### config.mk
export PLATFORM = sky130hd
export DESIGN_NAME = uart_rx_flow_ctrl
export DESIGN_NICKNAME = d
export VERILOG_FILES = /design/src/rtl/uart_rx_ctrl_pkg.sv /design/src/rtl/uart_rx_timeout_cnt.sv /design/src/rtl/uart_rx_flow_ctrl.sv
export SDC_FILE = /design/constraint.sdc
export NUM_CORES = 1
export LEC_CHECK = 0
export CAP_MARGIN = 20
export CORE_MARGIN = 2
export CORE_UTILIZATION = 50
export DETAILED_ROUTE_END_ITERATION = 16
export PLACE_DENSITY = 0.8
export SETUP_SLACK_MARGIN = 0.02
export SYNTH_ARGS = -nofsm -noshare
export SYNTH_HDL_FRONTEND = slang
export SYNTH_SLANG_ARGS = --single-unit
### constraint.sdc
create_clock -name uart_clk -period 2.7 [get_ports uart_clk]
set_clock_uncertainty 0.15 [all_clocks]
set_input_delay 0.27 -clock uart_clk [delete_from_list [all_inputs] [get_ports uart_clk]]
set_output_delay 0.27 -clock uart_clk [all_outputs]
set_load 0.02 [all_outputs]
### src/rtl/uart_rx_ctrl_pkg.sv
// Shared types and helpers for the UART receive-path flow controller.
package uart_rx_ctrl_pkg;

  typedef enum logic {RTS_RUN = 1'b0, RTS_HOLD = 1'b1} rts_state_t;

  localparam int unsigned MIN_CHAR_BITS = 7;
  localparam int unsigned MAX_CHAR_BITS = 12;

  // Frame length in bits: start + data(5..8) + optional parity + 1 or 2 stop.
  function automatic logic [3:0] char_bits(input logic [1:0] data_bits,
                                           input logic       parity_en,
                                           input logic       stop2);
    return 4'(MIN_CHAR_BITS) + {2'b00, data_bits} + {3'b000, parity_en} + {3'b000, stop2};
  endfunction

endpackage

### src/rtl/uart_rx_timeout_cnt.sv
// 16550-style character-timeout counter with sticky interrupt request.
module uart_rx_timeout_cnt #(
  parameter int unsigned TMO_W = 10
) (
  input  logic             uart_clk,
  input  logic             uart_rst_n,
  input  logic             i_fifo_reset,
  input  logic             i_clr_cnt,
  input  logic             i_clr_irq,
  input  logic             i_tick,
  input  logic             i_empty,
  input  logic [TMO_W-1:0] i_limit,
  output logic             o_irq
);

  logic [TMO_W-1:0] r_cnt;
  logic             r_irq;
  logic             w_reached;

  // A live limit change below the current count counts as reaching it.
  assign w_reached = (r_cnt >= i_limit);
  assign o_irq     = r_irq;

  always_ff @(posedge uart_clk or negedge uart_rst_n) begin
    if (!uart_rst_n) begin
      r_cnt <= '0;
      r_irq <= 1'b0;
    end else if (i_fifo_reset) begin
      r_cnt <= '0;
      r_irq <= 1'b0;
    end else begin
      if (i_clr_cnt) begin
        r_cnt <= '0;
      end else if (r_cnt > i_limit) begin
        r_cnt <= i_limit;
      end else if (i_tick && (r_cnt < i_limit)) begin
        r_cnt <= r_cnt + TMO_W'(1);
      end

      if (i_clr_irq) begin
        r_irq <= 1'b0;
      end else if (w_reached && !i_empty) begin
        r_irq <= 1'b1;
      end
    end
  end

endmodule

### src/rtl/uart_rx_flow_ctrl.sv
// RX flow control: RTS hysteresis FSM, trigger-level IRQ and character-timeout IRQ.
module uart_rx_flow_ctrl
  import uart_rx_ctrl_pkg::*;
#(
  parameter int unsigned OVERSAMPLE_RATE = 16,
  parameter int unsigned FIFO_DEPTH      = 8,
  parameter int unsigned LEVEL_W         = $clog2(FIFO_DEPTH) + 1,
  parameter int unsigned TIMEOUT_CHARS   = 4,
  parameter int unsigned TMO_W           = $clog2(TIMEOUT_CHARS * MAX_CHAR_BITS * OVERSAMPLE_RATE + 1)
) (
  input  logic               uart_clk,
  input  logic               uart_rst_n,
  input  logic               sample_tick,
  input  logic               rx_active,
  input  logic               rx_wr_pulse,
  input  logic [LEVEL_W-1:0] rx_level,
  input  logic               rx_empty_sync,
  input  logic               rd_pulse_sync,
  input  logic               fifo_reset_sync,
  input  logic               cfg_flow_en,
  input  logic [LEVEL_W-1:0] cfg_rts_hi,
  input  logic [LEVEL_W-1:0] cfg_rts_lo,
  input  logic [LEVEL_W-1:0] cfg_trig_level,
  input  logic [1:0]         cfg_data_bits,
  input  logic               cfg_parity_en,
  input  logic               cfg_stop2,
  output logic               rts_n,
  output logic               rx_trig_irq,
  output logic               rx_timeout_irq,
  output logic               rts_state
);

  rts_state_t         r_state;
  logic               r_trig_irq;
  logic [LEVEL_W-1:0] w_lo_eff;
  logic [LEVEL_W-1:0] w_trig_eff;
  logic [3:0]         w_char_bits;
  logic [TMO_W-1:0]   w_limit;
  logic               w_clr_cnt;
  logic               w_clr_irq;

  // Keep lo strictly below hi so a single level value cannot toggle RTS.
  always_comb begin
    w_lo_eff = cfg_rts_lo;
    if (cfg_rts_lo >= cfg_rts_hi) begin
      w_lo_eff = (cfg_rts_hi == '0) ? '0 : cfg_rts_hi - LEVEL_W'(1);
    end
  end

  assign w_trig_eff  = (cfg_trig_level == '0) ? LEVEL_W'(1) : cfg_trig_level;
  assign w_char_bits = char_bits(cfg_data_bits, cfg_parity_en, cfg_stop2);
  assign w_limit     = TMO_W'(TIMEOUT_CHARS * OVERSAMPLE_RATE * 32'(w_char_bits));
  assign w_clr_cnt   = rx_wr_pulse | rd_pulse_sync | rx_active | rx_empty_sync;
  assign w_clr_irq   = rx_wr_pulse | rd_pulse_sync;

  // RTS FSM and trigger flag; RTS only reasserts between frames.
  always_ff @(posedge uart_clk or negedge uart_rst_n) begin
    if (!uart_rst_n) begin
      r_state    <= RTS_RUN;
      r_trig_irq <= 1'b0;
    end else if (fifo_reset_sync) begin
      r_state    <= RTS_RUN;
      r_trig_irq <= 1'b0;
    end else begin
      r_trig_irq <= (rx_level >= w_trig_eff);
      case (r_state)
        RTS_RUN: begin
          if (cfg_flow_en && (rx_level >= cfg_rts_hi)) begin
            r_state <= RTS_HOLD;
          end
        end
        RTS_HOLD: begin
          if (!cfg_flow_en) begin
            r_state <= RTS_RUN;
          end else if ((rx_level <= w_lo_eff) && !rx_active) begin
            r_state <= RTS_RUN;
          end
        end
        default: r_state <= RTS_RUN;
      endcase
    end
  end

  uart_rx_timeout_cnt #(
    .TMO_W (TMO_W)
  ) u_timeout_cnt (
    .uart_clk     (uart_clk),
    .uart_rst_n   (uart_rst_n),
    .i_fifo_reset (fifo_reset_sync),
    .i_clr_cnt    (w_clr_cnt),
    .i_clr_irq    (w_clr_irq),
    .i_tick       (sample_tick),
    .i_empty      (rx_empty_sync),
    .i_limit      (w_limit),
    .o_irq        (rx_timeout_irq)
  );

  assign rts_n       = (r_state == RTS_HOLD);
  assign rts_state   = r_state;
  assign rx_trig_irq = r_trig_irq;

endmodule

==> metrics.txt <==
Site Rows=19; Syn. warnings=0; CP Class=in -> reg; Final Slew Violations=0; Area Growth Syn to Fin=44.5%; HPWL after DPL=2920 µm; global route overflow=0; Sw Pwr=~0.18 mW; synthesized net count=218; Mapped Cells=160; CTS Buf Count=3; CP Data Arrival Time=approximately 2.6 ns; sw frac=0.315; async set or reset register ratio after synthesis=1.00; Power Density=between 200 and 300 nW/µm²; R2R setup slack=between 0.7 and 0.8 ns; IO buf count=32; clock network fraction of total power=0.222; initial DRC count=45; clock slew at reported path FFs=~0.09 ns; ranking of synthesized cells by area=ha_1 24%, dfrtp_1 23%, inv_1 5.5%; TritonCTS clock tree=done; area of the multi-input gates=about 1100 µm²; CTS HTree Levels=1; Hold Crit Class=in -> async; Slew headroom=0.586; initial antenna violation count=0; Die Width=between 50 and 60 µm; CTS root buf=clkbuf_4; Layout Nets=276; Final min period=roughly 2.6 ns; Critical Path Max Stage Delay=roughly 0.54 ns; Vias/cell=5.57; Most common cell on crit path=ha_4; wire per inst=~14 µm; register area=roughly 330 µm²; layout cells sized above 1=0.286; Mapped Avg Cell Area=approximately 9 µm²; Util after Layout=0.758; final count of negative-setup-slack endpoints=0; DRC=0; WP data required=between 2 and 3 ns; Slew @ Worst Pin=0.618 ns; WL final=between 3000 and 4000 µm; Seq/Total Area, Yosys=0.227; Die Span Y=around 58 µm; status=complete, no violations; Max-cap violations=0; power share of the sequential group=0.351; hold-fix buffers at CTS=0; Crit Path Max Fanout=4; Initial Utilization=0.524; RSZ-0062 raised after global routing=yes; ANT nets after route=0; Synth cell types=38; Peak supply drop=roughly 0.00034 V; Max stage delay cell, worst path=fa_2; final hold vios=0; top_reg_cell synth=dfrtp_1; mapped cell area=about 1400 µm²; Int Pwr=0.388 mW; Fmax=~0.38 GHz; biggest area consumer among synthesized cells=ha_1; CTS Sinks=13; first-pass GRT wire length=6150 µm; gr usage total=0.236; period utilization=0.967; # fillers=181; Core Area=2730 µm²; logic gate share of total power=0.427; I/O pins=33; Power Total=0.567 mW; EDFF count, synth=0; Setup crit end kind=register; Startpoint Class=primary input; clk buf depth=2; vias post-DR=1381; Leak=around 1 nW; crit-path cells=buf_2 -> inv_6 -> ha_4 -> inv_2 -> ha_4 -> fa_2 -> inv_2 -> ha_4 -> nor2b_4 -> o211a_4 -> or3b_4 -> nand3_1 -> a21boi_1; clk_lat worst skew=~0.28 ns; largest net degree at the start of global routing=14; Yosys reg bits=13; Inserted Diodes=0; gp weighted congestion=approximately 0.91; Die ar.=about 3300 µm²; First-pass DRT Iterations=4; vias in the first global route=between 1000 and 1500; top cell type's share of synthesized area=0.244
==> worst paths after layout <==
path                                                    startpoint  depth (start not counted)                            endpoint
max in group asynchronous                               uart_rst_n                          1  u_timeout_cnt.r_cnt[2]$_DFFE_PN0P_
min in group uart_clk                                cfg_parity_en                          4  u_timeout_cnt.r_cnt[6]$_DFFE_PN0P_
worst max-delay path                                     cfg_stop2                         13  u_timeout_cnt.r_cnt[1]$_DFFE_PN0P_
worst min register to register     u_timeout_cnt.o_irq$_DFFE_PN0P_                          1     u_timeout_cnt.o_irq$_DFFE_PN0P_
worst max register to register  u_timeout_cnt.r_cnt[7]$_DFFE_PN0P_                          6  u_timeout_cnt.r_cnt[1]$_DFFE_PN0P_
worst min-delay path                                    uart_rst_n                          1  u_timeout_cnt.r_cnt[7]$_DFFE_PN0P_
==> cells by family after synthesis <==
family          after synthesis  share of synthesized area
compound gates               34                      0.172
xor+xnor                      9                     0.0550
fa+ha+maj                    29                      0.258
buf+inv                      23                     0.0654
flops                        13                      0.227
mux                           4                     0.0288
simple gates                 48                      0.194
==> critical path: cells and delay by family <==
family	cells	cell delay, ns
buf+inv	4	0.24
simple gates	3	0.64
fa+ha+maj	4	1.14
compound gates	2	0.33
==> power by group through the flow <==
stage               combinational (mW)  sequential, mW  clock, mW
detailed placement               0.224           0.202          0
CTS                              0.228           0.199      0.124
floorplan                        0.116           0.205          0
global placement                 0.212           0.202          0
global route                     0.269           0.199      0.136
finish                           0.242           0.199      0.126
==> cell usage in the layout (no fill, tap or decap), drive strengths merged <==
cell type       n
a21oi           8
clkdlybuf4s15   2
nand4           4
mux2i           3
a31o            1
nand2b          3
mux2            1
clkbuf          4
a21o            7
nand3           9
buf            27
clkdlybuf4s50  23
nor2           10
o21ba           1
xor2            6
a21boi          2
inv            21
nand2           8
o211a           1
a2111oi         1
o21a            2
nor3            3
o211ai          1
ha             28
dfrtp          13
nor4            1
dlygate4sd2     2
xnor2           3
and4            1
o21ai           8
nor2b           3
dlymetal6s2s    1
and3            3
and4b           1
or3             1
a211oi          2
fa              1
or3b            1
==> cell type report <==
| cell class | instances | share of cell area |
|---|---|---|
| sequential | 13 | 0.157 |
| clock buffer | 4 | 0.0127 |
| inverter | 21 | 0.0441 |
| multi-input combinational | 124 | 0.538 |
| tap | 31 | 0.0187 |
| timing repair buffer | 55 | 0.229 |
==> through the flow <==
stage / cells / area, µm² / worst slack [ns] / TNS, ns / hold WS [ns]
finish: 248 / 2070 / 0.0880 / 0 / 0.219
CTS: 248 / 2020 / 0.0173 / 0 / 0.230
global route: 248 / 2070 / 0.00177 / 0 / 0.263
detailed placement: 243 / 1980 / -0.709 / -8.11 / 0.352
floorplan: 160 / 1470 / 0.00665 / 0 / -0.176
global placement: 243 / 1980 / -0.623 / -7.09 / 0.356
==> per-layer routing <==
layer  global-route usage  share of wire
met2                0.442           0.53
met3               0.0363          0.034
met1                0.263           0.41
met4               0.0963          0.026
met5                    0              0
==> what timing repair did <==
item	4_1_cts	5_1_grt
gates resized for setup	29	17
pin swaps	14	12
setup endpoints to repair	12	11
buffers inserted	1	0
==> flip-flops by register name, indices dropped and copies added, names as in the netlist <==
register / count
rx_trig_irq: 1
u_timeout_cnt.o_irq: 1
u_timeout_cnt.r_cnt: 10
rts_n: 1
==> Yosys cell counts, types with 2 or more instances <==
| cell type | count |
|---|---|
| nor2_1 | 10 |
| dfrtp_1 | 13 |
| mux2i_1 | 3 |
| a21boi_1 | 2 |
| inv_1 | 21 |
| nand4_1 | 4 |
| buf_4 | 2 |
| xor2_1 | 6 |
| nand2_1 | 8 |
| nor3_1 | 2 |
| and3_1 | 3 |
| nor2b_1 | 2 |
| o21ai_0 | 7 |
| o21a_1 | 2 |
| a21oi_1 | 7 |
| ha_1 | 28 |
| xnor2_1 | 3 |
| a21o_1 | 7 |
| nand3_1 | 9 |
| nand2b_1 | 3 |
Note: power is estimated with default switching activity, not from simulation.
